**config.mk**
```make
export PLATFORM = sky130hd
export DESIGN_NAME = lcd_timing_gen
export DESIGN_NICKNAME = d
export VERILOG_FILES = /design/src/rtl/lcd_timing_gen.sv
export SDC_FILE = /design/constraint.sdc
export NUM_CORES = 1
export LEC_CHECK = 0
export BUFFER_PORTS_ARGS = -buffer_cell sky130_fd_sc_hd__buf_2
export CAP_MARGIN = 20
export CORE_MARGIN = 4
export CORE_UTILIZATION = 44
export CTS_CLUSTER_SIZE = 8
export DETAILED_ROUTE_END_ITERATION = 8
export PLACE_DENSITY = 0.7
export SETUP_SLACK_MARGIN = 0.02
export SLEW_MARGIN = 30
export SYNTH_ARGS = -nofsm -noshare
export SYNTH_HDL_FRONTEND = slang
export SYNTH_SLANG_ARGS = --single-unit
```
**constraint.sdc**
```tcl
create_clock -name PixelClk -period 3.1 [get_ports PixelClk]
set_clock_uncertainty 0.15 [all_clocks]
set_input_delay 0.62 -clock PixelClk [delete_from_list [all_inputs] [get_ports PixelClk]]
set_output_delay 0.62 -clock PixelClk [all_outputs]
set_load 0.02 [all_outputs]
```
**src/rtl/lcd_timing_gen.sv**
```systemverilog
// RGB565 LCD timing/pixel generator: DE/HSYNC/VSYNC from porch parameters, one output register stage.
// Define LCD_TESTPAT_EN to build the runtime-selectable test-pattern overlay (bars, grid, gradient).
module lcd_timing_gen #(
    parameter int H_ACTIVE = 480,
    parameter int H_FP     = 2,
    parameter int H_SYNC   = 41,
    parameter int H_BP     = 2,
    parameter int V_ACTIVE = 272,
    parameter int V_FP     = 2,
    parameter int V_SYNC   = 10,
    parameter int V_BP     = 2,
    parameter bit HS_POL   = 1'b0,
    parameter bit VS_POL   = 1'b0,
    parameter int CNT_W    = 11
) (
    input  logic             PixelClk,
    input  logic             nRST,
    input  logic [1:0]       mode,
    input  logic [4:0]       in_r,
    input  logic [5:0]       in_g,
    input  logic [4:0]       in_b,
    output logic [CNT_W-1:0] pix_x,
    output logic [CNT_W-1:0] pix_y,
    output logic             frame_start,
    output logic             LCD_DE,
    output logic             LCD_HSYNC,
    output logic             LCD_VSYNC,
    output logic [4:0]       LCD_R,
    output logic [5:0]       LCD_G,
    output logic [4:0]       LCD_B
);

    localparam int H_TOTAL = H_ACTIVE + H_FP + H_SYNC + H_BP;
    localparam int V_TOTAL = V_ACTIVE + V_FP + V_SYNC + V_BP;

    localparam logic [CNT_W-1:0] H_LAST   = CNT_W'(H_TOTAL - 1);
    localparam logic [CNT_W-1:0] V_LAST   = CNT_W'(V_TOTAL - 1);
    localparam logic [CNT_W-1:0] H_ACT    = CNT_W'(H_ACTIVE);
    localparam logic [CNT_W-1:0] V_ACT    = CNT_W'(V_ACTIVE);
    localparam logic [CNT_W-1:0] HS_START = CNT_W'(H_ACTIVE + H_FP);
    localparam logic [CNT_W-1:0] HS_END   = CNT_W'(H_ACTIVE + H_FP + H_SYNC);
    localparam logic [CNT_W-1:0] VS_START = CNT_W'(V_ACTIVE + V_FP);
    localparam logic [CNT_W-1:0] VS_END   = CNT_W'(V_ACTIVE + V_FP + V_SYNC);
    localparam logic [CNT_W-1:0] CNT_ONE  = CNT_W'(1);

    logic [CNT_W-1:0] h_q, v_q, h_nxt, v_nxt;
    logic             run_q;
    logic             fs_q;
    logic             de, hs_act, vs_act;
    logic [15:0]      pat_rgb;

    // run_q is low for one cycle after reset so (0,0) is held and flagged by frame_start.
    always_comb begin
        h_nxt = h_q;
        v_nxt = v_q;
        if (run_q) begin
            if (h_q == H_LAST) begin
                h_nxt = '0;
                v_nxt = (v_q == V_LAST) ? '0 : v_q + CNT_ONE;
            end else begin
                h_nxt = h_q + CNT_ONE;
            end
        end
    end

    always_ff @(posedge PixelClk) begin
        if (!nRST) begin
            h_q   <= '0;
            v_q   <= '0;
            run_q <= 1'b0;
            fs_q  <= 1'b0;
        end else begin
            h_q   <= h_nxt;
            v_q   <= v_nxt;
            run_q <= 1'b1;
            fs_q  <= (h_nxt == '0) && (v_nxt == '0);
        end
    end

    assign pix_x       = h_q;
    assign pix_y       = v_q;
    assign frame_start = fs_q;

    assign de     = (h_q < H_ACT) && (v_q < V_ACT);
    assign hs_act = (h_q >= HS_START) && (h_q < HS_END);
    assign vs_act = (v_q >= VS_START) && (v_q < VS_END);

`ifdef LCD_TESTPAT_EN
    localparam int               BAR_W    = H_ACTIVE / 8;
    localparam logic [CNT_W-1:0] BAR_LAST = CNT_W'(BAR_W - 1);

    logic [1:0]       mode_q, mode_eff;
    logic [CNT_W-1:0] bar_cnt_q;
    logic [3:0]       bar_idx_q;
    logic [15:0]      bar_rgb;

    // The frame_start cycle already shows pixel (0,0), so it uses the freshly sampled mode.
    assign mode_eff = fs_q ? mode : mode_q;

    // Bar index tracks h in lockstep; index 8 is the black remainder past the eighth bar.
    always_ff @(posedge PixelClk) begin
        if (!nRST) begin
            mode_q    <= 2'd0;
            bar_cnt_q <= '0;
            bar_idx_q <= 4'd0;
        end else begin
            if (fs_q) begin
                mode_q <= mode;
            end
            if (h_nxt == '0) begin
                bar_cnt_q <= '0;
                bar_idx_q <= 4'd0;
            end else if (bar_cnt_q == BAR_LAST) begin
                bar_cnt_q <= '0;
                bar_idx_q <= (bar_idx_q == 4'd8) ? 4'd8 : bar_idx_q + 4'd1;
            end else begin
                bar_cnt_q <= bar_cnt_q + CNT_ONE;
            end
        end
    end

    always_comb begin
        bar_rgb = 16'h0000;
        case (bar_idx_q)
            4'd0:    bar_rgb = 16'hFFFF;
            4'd1:    bar_rgb = 16'hFFE0;
            4'd2:    bar_rgb = 16'h07FF;
            4'd3:    bar_rgb = 16'h07E0;
            4'd4:    bar_rgb = 16'hF81F;
            4'd5:    bar_rgb = 16'hF800;
            4'd6:    bar_rgb = 16'h001F;
            default: bar_rgb = 16'h0000;
        endcase
    end

    always_comb begin
        pat_rgb = {in_r, in_g, in_b};
        case (mode_eff)
            2'd1:    pat_rgb = bar_rgb;
            2'd2:    pat_rgb = ((h_q[3:0] == 4'd0) || (v_q[3:0] == 4'd0)) ? 16'hFFFF : 16'h0000;
            2'd3:    pat_rgb = {h_q[7:3], v_q[7:2], h_q[8:4] ^ v_q[8:4]};
            default: pat_rgb = {in_r, in_g, in_b};
        endcase
    end
`else
    logic unused_mode;
    assign unused_mode = ^mode;
    assign pat_rgb     = {in_r, in_g, in_b};
`endif

    always_ff @(posedge PixelClk) begin
        if (!nRST || !run_q) begin
            LCD_DE    <= 1'b0;
            LCD_HSYNC <= ~HS_POL;
            LCD_VSYNC <= ~VS_POL;
            LCD_R     <= 5'd0;
            LCD_G     <= 6'd0;
            LCD_B     <= 5'd0;
        end else begin
            LCD_DE                <= de;
            LCD_HSYNC             <= hs_act ? HS_POL : ~HS_POL;
            LCD_VSYNC             <= vs_act ? VS_POL : ~VS_POL;
            {LCD_R, LCD_G, LCD_B} <= de ? pat_rgb : 16'h0000;
        end
    end

endmodule
```
Yosys cells after proc, flatten, opt, wreduce, memory -nomap -nowiden. Index checks and enable logic that the tools add are counted.

Bits in registers: 43. Bits of input ports: 20.

Add/subtract/negate cells: 2. Order comparisons: 6. Eq/ne operators: 2. Mux-type cells: 8. Bitwise gates (word level): 1. Reduce and logical (&&, ||, !) cells: 10.

Operator list (number): $mux 11 (5); $lt 11x9->1 const B (3); $add 11x1->11 const B (2); $ge 11x9->1 const B (2); $logic_not 11->1 (2); $eq 11x10->1 const B (1); $eq 11x9->1 const B (1); $lt 11x10->1 const B (1); $logic_and 1x1->1 (4); $mux 1 (3); $logic_not 1->1 (2); $reduce_or 2->1 (1); $logic_or 1x1->1 (1); $not 1->1 (1).

Longest topological paths before layout.
Depth in word-level cells: 6. Mapped depth: 11.

Worst setup path before layout. OpenSTA, ideal clock, no wires.

Kind: reg-to-reg. Start point: register h_q[6] (netlist: pix_x[6]). End point: register fs_q (netlist: frame_start). Setup time: 0.117 ns. Data arrival time: 2.433 ns. Data required time: 2.833 ns. Setup slack: 0.400 ns. Cell stages (with the launch flop): 9. Path buffers: 2. Clock period less this slack: 2.700 ns. Path through: dfxtp_1 -> buf_6 -> or3_4 -> or4_4 -> buf_6 -> nor4_4 -> mux2i_1 -> a311o_1 -> and4b_1.

Longest elaborated chain between the ends: 5.

Ends and longest elaborated chain: start: declaration (RTL line 46) `logic [CNT_W-1:0] h_q, v_q, h_nxt, v_nxt;`; start signal: assignment (RTL line 73) `h_q <= h_nxt;`; $add 11x1->11 / $eq 11x10->1 (equally long branches) (RTL line 61, 57); $mux 11 (RTL line 57) `if (h_q == H_LAST) begin`; $mux 11 (RTL line 56) `if (run_q) begin`; $logic_not 11->1 (RTL line 76) `fs_q <= (h_nxt == '0) && (v_nxt == '0);`; $logic_and 1x1->1 (*) (RTL line 76); end signal: assignment (RTL line 76); end: declaration (RTL line 48) `logic fs_q;`.

Every way passes the cells marked *; elsewhere a longest branch is shown, timed or not. A chain may end at the register's enable or synchronous reset.

Worst setup path in the final report.
Start point: register h_q[5] (netlist: pix_x[5]). End point: register fs_q (netlist: frame_start).

The elaborated chain is that of the path after synthesis.

==> out/qor.txt <==
Status = complete, no violations
Mapped Avg Cell Area = 8.57 um2
Horiz. Die Dim = 77.0 um
Largest net degree at the start of global routing = 18
Post-Synthesis Cells = 244
Yosys top cell area share = 41.1%
R2r endpoint = frame_start
Path depth of the worst reg2reg path = 6
CTS root buf = clkbuf_8
Worst hold path depth = 2
Cts bufs inserted = 5
Worst Setup Path Type = reg -> reg
Worst ir drop on vdd = 267 uV
Post-DRT Antenna Nets = 0
Routed length per instance = 13.2 um
Layout area overhead = 20.5%
Cell area after layout = 0.00252 mm2
1st-iter DRT viols = 144
First-pass iteration count of the detailed router = 4
Routability Congestion = 0.861
R2r startpoint = pix_x[5]
Detail Placement HPWL = 3430 um
Max-cap check violation count = 0
Initial core utilization = 46.8%
Utilization after layout = 56.3%
Seq/Total Area, Yosys = 41.1%
Most frequent cell after synthesis = dfxtp_1
Synth cell types = 47
Number of global-route vias before repair = 1,721
Endpoints failing setup = 0
Core Area = 0.00447 mm2
Vias per cell = 5.26
Synth top cells by count = 43 x dfxtp_1, 29 x nor2_1, 18 x and2_1
CTS Buffer Depth = 2
PD cells = 439 mW/mm2
Dpl cell area = 0.00240 mm2
Ys Warns = 0
GRT overflow = 0
Min-Delay Endpoint = LCD_R[3]
RSZ-0062 raised after global routing = false
Clk Latency, worst-skew pair = 0.30 ns
First-pass GRT wire length = 8100 um
CTS sink count = 43
Hold_sp = in_r[3]
Die area = 0.00592 mm2
Fill cell count = 411
Die Y = 77.0 um
Tot GR Track Use = 16.5%
Via count = 1,841
Port bufs = 59
Post-synth top area cell = dfxtp_1
CTS clock-pin slew for the worst setup and hold paths = 0.09 ns
Total Nets Final = 321
HP Class = in -> reg
Critical Path Source Type = flop
Fin. max-slew vios = 0
Max Fclk = 0.362 GHz
Worst EP arrival = 2.80 ns
FF+latch count, synth = 43
Min Tclk post-route = 2.76 ns
Post-cts repair resize count = 0
Top post-synthesis cells by area = dfxtp_1 41%, and2_1 5.4%, nor2_1 5.2%
H-tree depth = 2
WP data required = 3.15 ns
Main synth FF type = dfxtp_1
Num ports = 62
Row count = 24
Mapped cell area = 0.00209 mm2
Relative slew slack = 48.3%
Period Utilization, post-route = 89.0%
Post-synth EDFFs = 0
R2R Setup Slk = 0.34 ns
Remaining DRCs = 0
Endpoint class of the critical path = flop
CP max FO = 17
Leakage = 1.10 nW
# Post-CTS Setup Buffers = 0
Setup TNS = 0 ns
Final WL = 4630 um
Initial antenna violation count = 0
Hold Vio Cnt, Final = 0
Ys async rst share = 0%
ANT cells = 0
Post-Synthesis Net Count = 268
Layout cell share with drive strength beyond 1 = 25.8%
CTS tree = yes
Worst slew pin tran = 0.765 ns
Hold buffer count at cts = 0
area by class of cell:
type	count	area, um2	share of cell area (%)
clock buffer	5	68.8	2.73
clock inverter	3	47.5	1.89
inverter	8	30.0	1.19
multi-input combinational	176	1120	44.5
sequential	43	861	34.2
tap	52	65.1	2.58
timing repair buffer	63	325	12.9
metrics by stage:
| step | hold slack [ns] | instances | setup WS (ns) | power (mW) |
|---|---|---|---|---|
| after floorplan | 0.458 | 244 | 0.400 | 0.635 |
| after global placement | 0.422 | 342 | 0.355 | 0.665 |
| after detailed placement | 0.421 | 342 | 0.344 | 0.666 |
| after CTS | 0.354 | 350 | 0.331 | 1.12 |
| after global routing | 0.350 | 350 | 0.206 | 1.15 |
| final | 0.358 | 350 | 0.341 | 1.11 |
worst max-delay path: stages, from the launching register on:
cell and delay, ns:
dfxtp_1 0.39, or3_4 0.43, or4_4 0.65, nor4_4 0.42, mux2i_1 0.12, a311o_1 0.31
and4b_1 0.18
sequential cells by signal, indices dropped and copies added (netlist names):
| register | cells |
|---|---|
| LCD_B | 5 |
| LCD_DE | 1 |
| LCD_G | 6 |
| LCD_HSYNC | 1 |
| LCD_R | 5 |
| LCD_VSYNC | 1 |
| frame_start | 1 |
| pix_x | 11 |
| pix_y | 11 |
| run_q | 1 |
per-layer routing:
layer	GRT usage, %	routed length, um	up-vias
met2	26.7	2100	71
met4	4.53	59	0
met1	21.2	2070	816
met5	0	0	-
li1	-	-	948
met3	5.15	398	6
cell families (layout without fill, tap and decap cells):
kind of cell	Yosys count	in the layout	synth area share [%]
AOI/OAI and AO/OA	34	34	11.7
xor gates and xnor gates	19	19	7.95
adders and majority gates	4	4	2.39
buffers and inverters	25	79	5.20
DFF	43	43	41.1
muxes	3	3	1.44
and+or+nand+nor	116	116	30.1
power breakdown:
part	switching [mW]	leakage (nW)	internal, mW	total, mW
clock network	0.211	0.0587	0.244	0.455
logic	0.0448	0.689	0.0340	0.0789
registers	0.00833	0.350	0.565	0.573
total	0.264	1.10	0.843	1.11
worst max path at each step:
stage,to,startpoint
final,frame_start,pix_x[5]
after global placement,frame_start,pix_x[5]
after floorplan,frame_start,pix_x[6]
after detailed placement,frame_start,pix_x[5]
after global routing,frame_start,pix_x[5]
after CTS,frame_start,pix_x[5]
cells in the final DEF (no fill, tap or decap), drive strengths merged, types with 9 or more instances in the layout:
| master | netlist | layout |
|---|---|---|
| buf | 2 | 63 |
| dfxtp | 43 | 43 |
| nor2 | 29 | 29 |
| and2 | 18 | 18 |
| nand2 | 17 | 17 |
| nand3 | 15 | 15 |
| xnor2 | 11 | 11 |
| nor3 | 10 | 10 |
| inv | 8 | 9 |
No activity file was read; power rests on OpenSTA's default activity.
